## src/rtl/wrr_apb_arbiter.sv

```systemverilog
// ---------------------------------------------------------------------------
// wrr_apb_arbiter
//
// Weighted round-robin arbiter for up to 32 requesters, configured over APB.
// A granted client keeps the grant for up to its programmed weight in
// consecutive cycles, then the grant rotates to the next eligible client.
//
// Ports
//   Pclk_i, PResetn_i        clock, asynchronous active-low reset
//   PSel_i, PEnable_i,       APB slave (zero wait states, combinational read)
//   PWrite_i, PAddr_i,
//   PWData_i, PRData_o,
//   PReady_o, PSlvErr_o
//   req_i     [NUM_REQ]      level requests, held until served
//   gnt_o     [NUM_REQ]      registered one-hot grant
//   gnt_idx_o [5]            index of the granted client, 0 when idle
//
// Register map
//   0x00 CTRL    RW  [0] enable, [1] CLR (write-1 clears GNT_CNT, reads 0)
//   0x04 MASK    RW  [NUM_REQ-1:0] request mask, reset all ones
//   0x08 STATUS  RO  [4:0] index, [8] grant valid, [21:16] eligible count
//   0x0C GNT_CNT RO  number of grant loads, wraps
//   0x10+4k WEIGHT RW nibble j = weight of client 8k+j, reset 1
// ---------------------------------------------------------------------------
module wrr_apb_arbiter #(
    parameter int NUM_REQ  = 16,
    parameter int WEIGHT_W = 4
) (
    input  logic               Pclk_i,
    input  logic               PResetn_i,
    input  logic               PSel_i,
    input  logic               PEnable_i,
    input  logic               PWrite_i,
    input  logic [7:0]         PAddr_i,
    input  logic [31:0]        PWData_i,
    output logic [31:0]        PRData_o,
    output logic               PReady_o,
    output logic               PSlvErr_o,
    input  logic [NUM_REQ-1:0] req_i,
    output logic [NUM_REQ-1:0] gnt_o,
    output logic [4:0]         gnt_idx_o
);

    localparam logic [4:0] LAST_IDX = 5'(NUM_REQ - 1);

    typedef enum logic [0:0] {
        S_IDLE  = 1'b0,
        S_GRANT = 1'b1
    } state_t;

    // -----------------------------------------------------------------------
    // Registers
    // -----------------------------------------------------------------------
    logic                        r_enable;
    logic [NUM_REQ-1:0]          r_mask;
    logic [NUM_REQ*WEIGHT_W-1:0] r_weight;
    logic [31:0]                 r_gnt_cnt;

    state_t                      r_state;
    logic [4:0]                  r_cur;
    logic [4:0]                  r_ptr;
    logic [WEIGHT_W-1:0]         r_credit;
    logic [NUM_REQ-1:0]          r_gnt;
    logic [4:0]                  r_gnt_idx;
    logic                        r_gnt_vld;

    // -----------------------------------------------------------------------
    // Helper functions
    // -----------------------------------------------------------------------
    function automatic logic [4:0] f_inc(input logic [4:0] idx);
        return (idx >= LAST_IDX) ? 5'd0 : idx + 5'd1;
    endfunction

    // First set bit of elig scanning upward from start, wrapping at NUM_REQ.
    function automatic logic [4:0] f_scan(input logic [31:0] elig, input logic [4:0] start);
        logic [4:0] win;
        logic       hit;
        logic [5:0] j;
        win = '0;
        hit = 1'b0;
        for (int k = 0; k < NUM_REQ; k++) begin
            j = 6'(start) + 6'(k);
            if (j >= 6'(NUM_REQ)) begin
                j = j - 6'(NUM_REQ);
            end
            if (!hit && elig[j[4:0]]) begin
                hit = 1'b1;
                win = j[4:0];
            end
        end
        return win;
    endfunction

    function automatic logic [5:0] f_popcnt(input logic [31:0] v);
        logic [5:0] c;
        c = '0;
        for (int k = 0; k < 32; k++) begin
            c = c + 6'(v[k]);
        end
        return c;
    endfunction

    // -----------------------------------------------------------------------
    // Eligibility and weights padded to the full 32-client space so that
    // 5-bit indices can address them directly.
    // -----------------------------------------------------------------------
    logic [31:0]  w_elig32;
    logic [127:0] w_weight_pad;

    genvar gi;
    generate
        for (gi = 0; gi < 32; gi++) begin : g_pad
            if (gi < NUM_REQ) begin : g_real
                assign w_elig32[gi]            = req_i[gi] & r_mask[gi];
                assign w_weight_pad[gi*4 +: 4] = r_weight[gi*WEIGHT_W +: WEIGHT_W];
            end else begin : g_none
                assign w_elig32[gi]            = 1'b0;
                assign w_weight_pad[gi*4 +: 4] = 4'd0;
            end
        end
    endgenerate

    logic       w_any_elig;
    logic       w_cur_elig;
    logic [4:0] w_win_ptr;
    logic [4:0] w_win_cur;
    logic [5:0] w_elig_cnt;

    assign w_any_elig = |w_elig32;
    assign w_cur_elig = w_elig32[r_cur];
    assign w_win_ptr  = f_scan(w_elig32, r_ptr);
    assign w_win_cur  = f_scan(w_elig32, f_inc(r_cur));
    assign w_elig_cnt = f_popcnt(w_elig32);

    // -----------------------------------------------------------------------
    // APB decode
    // -----------------------------------------------------------------------
    logic w_access;
    logic w_wr;
    logic w_sel_ctrl;
    logic w_sel_mask;
    logic w_sel_status;
    logic w_sel_cnt;
    logic w_sel_wt;
    logic w_addr_ok;
    logic w_clr;

    assign w_access     = PSel_i & PEnable_i;
    assign w_wr         = w_access & PWrite_i;
    assign w_sel_ctrl   = (PAddr_i == 8'h00);
    assign w_sel_mask   = (PAddr_i == 8'h04);
    assign w_sel_status = (PAddr_i == 8'h08);
    assign w_sel_cnt    = (PAddr_i == 8'h0C);
    // The weight window always spans 4 words (32 clients); words past the
    // implemented clients decode as valid and read 0.
    assign w_sel_wt     = (PAddr_i[7:4] == 4'h1) && (PAddr_i[1:0] == 2'b00);
    assign w_addr_ok    = w_sel_ctrl | w_sel_mask | w_sel_status | w_sel_cnt | w_sel_wt;
    assign w_clr        = w_wr & w_sel_ctrl & PWData_i[1];

    logic [31:0] w_rdata;

    always_comb begin
        w_rdata = 32'd0;
        if (w_sel_ctrl) begin
            w_rdata = {31'd0, r_enable};
        end else if (w_sel_mask) begin
            w_rdata = 32'(r_mask);
        end else if (w_sel_status) begin
            w_rdata = {10'd0, w_elig_cnt, 7'd0, r_gnt_vld, 3'd0, r_gnt_idx};
        end else if (w_sel_cnt) begin
            w_rdata = r_gnt_cnt;
        end else if (w_sel_wt) begin
            w_rdata = w_weight_pad[{PAddr_i[3:2], 5'd0} +: 32];
        end
    end

    assign PRData_o  = (PSel_i & ~PWrite_i) ? w_rdata : 32'd0;
    assign PReady_o  = 1'b1;
    assign PSlvErr_o = w_access & (~w_addr_ok | (PWrite_i & (w_sel_status | w_sel_cnt)));

    // -----------------------------------------------------------------------
    // Arbitration FSM: next-state logic
    // -----------------------------------------------------------------------
    state_t              w_state_next;
    logic [4:0]          w_cur_next;
    logic [4:0]          w_ptr_next;
    logic [WEIGHT_W-1:0] w_credit_next;
    logic                w_load;
    logic [4:0]          w_win;
    logic [3:0]          w_win_wt;
    logic [NUM_REQ-1:0]  w_gnt_next;

    assign w_win_wt = w_weight_pad[{w_win, 2'b00} +: 4];

    always_comb begin
        w_state_next  = r_state;
        w_cur_next    = r_cur;
        w_ptr_next    = r_ptr;
        w_credit_next = r_credit;
        w_load        = 1'b0;
        w_win         = w_win_ptr;

        if (!r_enable) begin
            w_state_next  = S_IDLE;
            w_credit_next = '0;
        end else begin
            case (r_state)
                S_IDLE: begin
                    if (w_any_elig) begin
                        w_load = 1'b1;
                        w_win  = w_win_ptr;
                    end
                end
                S_GRANT: begin
                    if (w_cur_elig && (r_credit > WEIGHT_W'(1))) begin
                        w_credit_next = r_credit - WEIGHT_W'(1);
                    end else if (w_any_elig) begin
                        // Scan starts after cur, so cur re-wins only when
                        // it is the sole eligible client.
                        w_load = 1'b1;
                        w_win  = w_win_cur;
                    end else begin
                        w_state_next  = S_IDLE;
                        w_credit_next = '0;
                    end
                end
                default: begin
                    w_state_next  = S_IDLE;
                    w_credit_next = '0;
                end
            endcase
        end

        if (w_load) begin
            w_state_next  = S_GRANT;
            w_cur_next    = w_win;
            w_ptr_next    = f_inc(w_win);
            // Weight 0 behaves as 1.
            w_credit_next = (w_win_wt == 4'd0) ? WEIGHT_W'(1) : WEIGHT_W'(w_win_wt);
        end
    end

    assign w_gnt_next = {{(NUM_REQ-1){1'b0}}, 1'b1} << w_cur_next;

    // -----------------------------------------------------------------------
    // Arbitration FSM: state register and registered outputs
    // -----------------------------------------------------------------------
    always_ff @(posedge Pclk_i or negedge PResetn_i) begin
        if (!PResetn_i) begin
            r_state   <= S_IDLE;
            r_cur     <= '0;
            r_ptr     <= '0;
            r_credit  <= '0;
            r_gnt     <= '0;
            r_gnt_idx <= '0;
            r_gnt_vld <= 1'b0;
        end else begin
            r_state  <= w_state_next;
            r_cur    <= w_cur_next;
            r_ptr    <= w_ptr_next;
            r_credit <= w_credit_next;
            if (w_state_next == S_GRANT) begin
                r_gnt     <= w_gnt_next;
                r_gnt_idx <= w_cur_next;
                r_gnt_vld <= 1'b1;
            end else begin
                r_gnt     <= '0;
                r_gnt_idx <= '0;
                r_gnt_vld <= 1'b0;
            end
        end
    end

    assign gnt_o     = r_gnt;
    assign gnt_idx_o = r_gnt_idx;

    // -----------------------------------------------------------------------
    // Configuration registers and grant counter
    // -----------------------------------------------------------------------
    always_ff @(posedge Pclk_i or negedge PResetn_i) begin
        if (!PResetn_i) begin
            r_enable  <= 1'b0;
            r_mask    <= '1;
            r_weight  <= {NUM_REQ{WEIGHT_W'(1)}};
            r_gnt_cnt <= '0;
        end else begin
            if (w_wr && w_sel_ctrl) begin
                r_enable <= PWData_i[0];
            end
            if (w_wr && w_sel_mask) begin
                r_mask <= PWData_i[NUM_REQ-1:0];
            end
            if (w_wr && w_sel_wt) begin
                for (int i = 0; i < NUM_REQ; i++) begin
                    if ((i / 8) == int'(PAddr_i[3:2])) begin
                        r_weight[i*WEIGHT_W +: WEIGHT_W] <= PWData_i[(i%8)*4 +: WEIGHT_W];
                    end
                end
            end
            // A clear in the same cycle as a grant load leaves the count at 0.
            if (w_clr) begin
                r_gnt_cnt <= '0;
            end else if (w_load) begin
                r_gnt_cnt <= r_gnt_cnt + 32'd1;
            end
        end
    end

endmodule

```

## config.mk

```make
export PLATFORM = sky130hd
export DESIGN_NAME = wrr_apb_arbiter
export DESIGN_NICKNAME = d
export VERILOG_FILES = /design/src/rtl/wrr_apb_arbiter.sv
export SDC_FILE = /design/constraint.sdc
export NUM_CORES = 1
export LEC_CHECK = 0
export CORE_UTILIZATION = 25
export DETAILED_ROUTE_END_ITERATION = 12
export PLACE_DENSITY_LB_ADDON = 0.1
export SLEW_MARGIN = 10
export SYNTH_ARGS = -nofsm -noshare
export SYNTH_HDL_FRONTEND = slang
export SYNTH_SLANG_ARGS = --single-unit
```

## constraint.sdc

```tcl
create_clock -name Pclk_i -period 7.05 [get_ports Pclk_i]
set_input_delay 1.7625 -clock Pclk_i [delete_from_list [all_inputs] [get_ports Pclk_i]]
set_output_delay 1.7625 -clock Pclk_i [all_outputs]
set_load 0.01 [all_outputs]
```

==> metrics.log <==
[metrics] Design Power: 2492 µW
[metrics] Post-Syn Area: 13920 µm²
[metrics] achievable frequency: 138.9 MHz
[metrics] total number of vias: 13.95k
[metrics] clock tree from TritonCTS: done
[metrics] type of origin of the critical path: input port
[metrics] number of endpoints with negative hold slack in the final report: 0
[metrics] register-to-register setup slack: 0.55 ns
[metrics] number of DRC violations after detailed-routing iteration 0: 871
[metrics] RSZ-0062 raised after global routing: true
[metrics] required time worst endpoint: 5.29 ns
[metrics] final critical-path share of the clock period: 102.1%
[metrics] total gr overflow: 0
[metrics] Top FF cell, synth: sky130_fd_sc_hd__dfrtp_1
[metrics] router iterations before antenna repair: 5
[metrics] count of cell types in the netlist: 109
[metrics] pin count of the biggest net entering global routing: 93
[metrics] count of final setup violators: 4
[metrics] commonest cells after routing, fill and taps aside: 256 x sky130_fd_sc_hd__buf_4, 157 x sky130_fd_sc_hd__nor2_1, 146 x sky130_fd_sc_hd__nand2_1, 117 x sky130_fd_sc_hd__dfrtp_1, 99 x sky130_fd_sc_hd__clkdlybuf4s50_1
[metrics] area occupied by registers: 3769 µm²
[metrics] path class of the lowest-slack min-delay path: reg -> reg
[metrics] Die W: 238.0 µm
[metrics] effective utilization at floorplan: 25.27%
[metrics] Clock transition at path regs: 0.07 ns
[metrics] die height: 238.0 µm
[metrics] number of clock sinks: 149
[metrics] post-route core utilization: 33.85%
[metrics] max-cap check violation count: 0
[metrics] type of element capturing the critical path: primary output
[metrics] final instance count without filler cells: 2643
[metrics] Least-Margin Pin Slew: 0.9092 ns
[metrics] hold buffer count at CTS: 0
[metrics] reg2reg start: r_cur[0]$_DFF_PN0_
[metrics] number of instances in the placed design: 2567
[metrics] register bit count reported by yosys: 149
[metrics] ratio of cells with drive above 1 in the final layout: 32.35%
[metrics] total area of multi-input combinational cells: 9853 µm²
[metrics] sequential area share after synthesis: 27.07%
[metrics] number of cells on the worst reg-to-reg path: 25
[metrics] drc violations: 0
[metrics] number of buffers created by CTS: 17
[metrics] Root Buffer: sky130_fd_sc_hd__clkbuf_16
[metrics] number of standard-cell rows in the floorplan: 86
[metrics] Die ar.: 56640 µm²
[metrics] first-pass GRT wire length: 89040 µm
[metrics] clock skew after layout: 0.009960 ns
[metrics] total routed wirelength: 59140 µm
[metrics] end of the worst register-to-register path: r_credit[0]$_DFFE_PN0P_
[metrics] vias in the first global route: 14.14k
[metrics] buffers from clock root to sink, at most: 2
[metrics] Max IR drop VDD: 0.1643 mV
[metrics] average size of a mapped cell: 8.868 µm²
[metrics] normalized max-slew margin: 39.39%
[metrics] capture point of the critical path: PRData_o[18]
[metrics] Critical Path AT: 5.44 ns
[metrics] Cells after Synth: 1570
[metrics] worst-path fanout max: 3
[metrics] Ant. Diodes: 0
[metrics] post-layout worst setup margin: -0.1513 ns
[metrics] start-to-end type of the worst setup path: in -> out
[metrics] violations in the final reports: setup timing
[metrics] ratio of routed vias to standard cells: 5.278
[metrics] DRT antenna net count: 0
[metrics] run status: complete, but fails checks
[metrics] most common cell after layout, fill and taps aside: sky130_fd_sc_hd__buf_4
[metrics] H-tree levels: 4
[metrics] later-pin clock latency in the skew report: 0.45 ns
[metrics] area overhead of the layout relative to synthesis: 33.95%
[metrics] fin. max-slew vios: 0
[metrics] dpl hpwl: 45400 µm
[metrics] number of synthesized flops with an enable pin: 0
[metrics] Filler Cell Count: 5796
[metrics] worst-case setup slack after placement: -1.199 ns
[metrics] routed length per instance: 22.38 µm
[metrics] Total Routing Usage GR: 20.73%
[metrics] number of placed I/O pins: 116
[metrics] power density over the cells: 133.6 nW/µm²
[metrics] post-layout net count: 1991
[metrics] I/O Buffers: 114
[metrics] Core Area: 55090 µm²
[metrics] Fin Setup TNS: -0.3411 ns
[metrics] number of antenna violations at the first check in global routing: 0
[metrics] Setup crit start: req_i[0]
[metrics] min Tclk post-route: 7.201 ns
[metrics] Final Wtd Congestion: 0.8788
[metrics] Yosys warning total: 0
[metrics] LEAKAGE: 0.007896 µW
[metrics] Async S/R FF share, synth: 100.0%
per-layer routing:
metal / wire length (µm) / up-vias / global-route usage [%] / share of wire (%)
met1: 26710 / 7086 / 27.26 / 45
met3: 1748 / 69 / 2.048 / 3.0
li1: - / 6492 / - / -
met2: 29540 / 302 / 36.12 / 50
met4: 1144 / 0 / 5.478 / 1.9
met5: 0 / - / 0 / 0
cell type report:
type                            count  area share, %
Clock inverter                     15         0.7246
Inverter                           73          1.523
Multi-Input combinational cell   1257          52.83
Tap cell                          748          5.018
Clock buffer                       17          2.281
Timing Repair Buffer              384          17.41
Sequential cell                   149          20.21
critical path, cell delays in order:
cell	delay [ns]
sky130_fd_sc_hd__buf_8	0.10
sky130_fd_sc_hd__and2_4	0.14
sky130_fd_sc_hd__fa_1	0.58
sky130_fd_sc_hd__fa_1	0.45
sky130_fd_sc_hd__fa_2	0.59
sky130_fd_sc_hd__fa_1	0.44
sky130_fd_sc_hd__ha_2	0.21
sky130_fd_sc_hd__fa_2	0.35
sky130_fd_sc_hd__xnor2_1	0.14
sky130_fd_sc_hd__nor2_1	0.09
sky130_fd_sc_hd__a21oi_1	0.06
sky130_fd_sc_hd__o22a_1	0.22
sky130_fd_sc_hd__nor3_2	0.14
sky130_fd_sc_hd__buf_2	0.17
state kept, by name, indices dropped and copies added (netlist names):
name       flops
gnt_idx_o      5
gnt_o         16
r_credit       4
r_cur          5
r_enable       1
r_gnt_cnt     32
r_gnt_vld      1
r_mask        16
r_ptr          5
r_weight      64
cell families (layout without fill, tap and decap cells):
| logic type | count (synthesis) | count (layout) | share of synthesized area (%) |
|---|---|---|---|
| DFF | 149 | 149 | 27.07 |
| muxes | 203 | 203 | 21.17 |
| AOI/OAI and AO/OA | 407 | 407 | 19.84 |
| adders and majority gates | 48 | 48 | 4.853 |
| buffers and inverters | 166 | 489 | 5.141 |
| xor gates and xnor gates | 37 | 37 | 2.382 |
| other | 2 | 3 | 0.05394 |
| and+or+nand+nor | 558 | 559 | 19.48 |
worst min path at each step:
stage / from / endpoint / cells past startpoint
after floorplan: r_weight[60]$_DFFE_PN1P_ / r_weight[60]$_DFFE_PN1P_ / 2
after global placement: r_weight[56]$_DFFE_PN1P_ / r_weight[56]$_DFFE_PN1P_ / 2
after detailed placement: r_weight[44]$_DFFE_PN1P_ / r_weight[44]$_DFFE_PN1P_ / 2
after CTS: r_weight[56]$_DFFE_PN1P_ / r_weight[56]$_DFFE_PN1P_ / 2
after global routing: r_weight[56]$_DFFE_PN1P_ / r_weight[56]$_DFFE_PN1P_ / 2
final: r_weight[44]$_DFFE_PN1P_ / r_weight[44]$_DFFE_PN1P_ / 2
repair_timing:
| item | in CTS | in global routing |
|---|---|---|
| gates cloned | 0 | 3 |
| pin swaps | 26 | 48 |
| endpoints found under the setup margin | 5 | 30 |
| setup buffers | 32 | 11 |
| gates resized for setup | 94 | 77 |
power by group:
group          total (µW)  switching, µW  internal [µW]
Clock                 895            429            466
Combinational         717            394            323
Sequential            880           11.4            869
Total                2490            834           1660
Yosys cell counts (27+ instances only):
cell / instances / area (µm²)
sky130_fd_sc_hd__nor2_1: 160 / 600.6
sky130_fd_sc_hd__clkbuf_1: 58 / 217.7
sky130_fd_sc_hd__nand3_1: 41 / 205.2
sky130_fd_sc_hd__a22oi_1: 27 / 202.7
sky130_fd_sc_hd__ha_1: 38 / 475.5
sky130_fd_sc_hd__inv_1: 60 / 225.2
sky130_fd_sc_hd__mux2i_1: 58 / 580.6
sky130_fd_sc_hd__o21ai_0: 104 / 520.5
sky130_fd_sc_hd__mux4_2: 61 / 1374
sky130_fd_sc_hd__a21oi_1: 77 / 385.4
sky130_fd_sc_hd__dfrtp_1: 117 / 2928
sky130_fd_sc_hd__mux2_2: 77 / 867.1
sky130_fd_sc_hd__nor3_1: 50 / 250.2
sky130_fd_sc_hd__nand2_1: 156 / 585.6
sky130_fd_sc_hd__dfstp_2: 32 / 840.8
metrics by stage:
stage          hold WS, ns  instance area [µm²]
4_1_cts             0.5179                18190
6_report            0.5104                18650
5_1_grt             0.5445                18650
2_1_floorplan       0.4751                13930
3_3_place_gp        0.5037                17330
3_5_place_dp        0.5036                17330
Note: power is estimated with default switching activity, not from simulation.
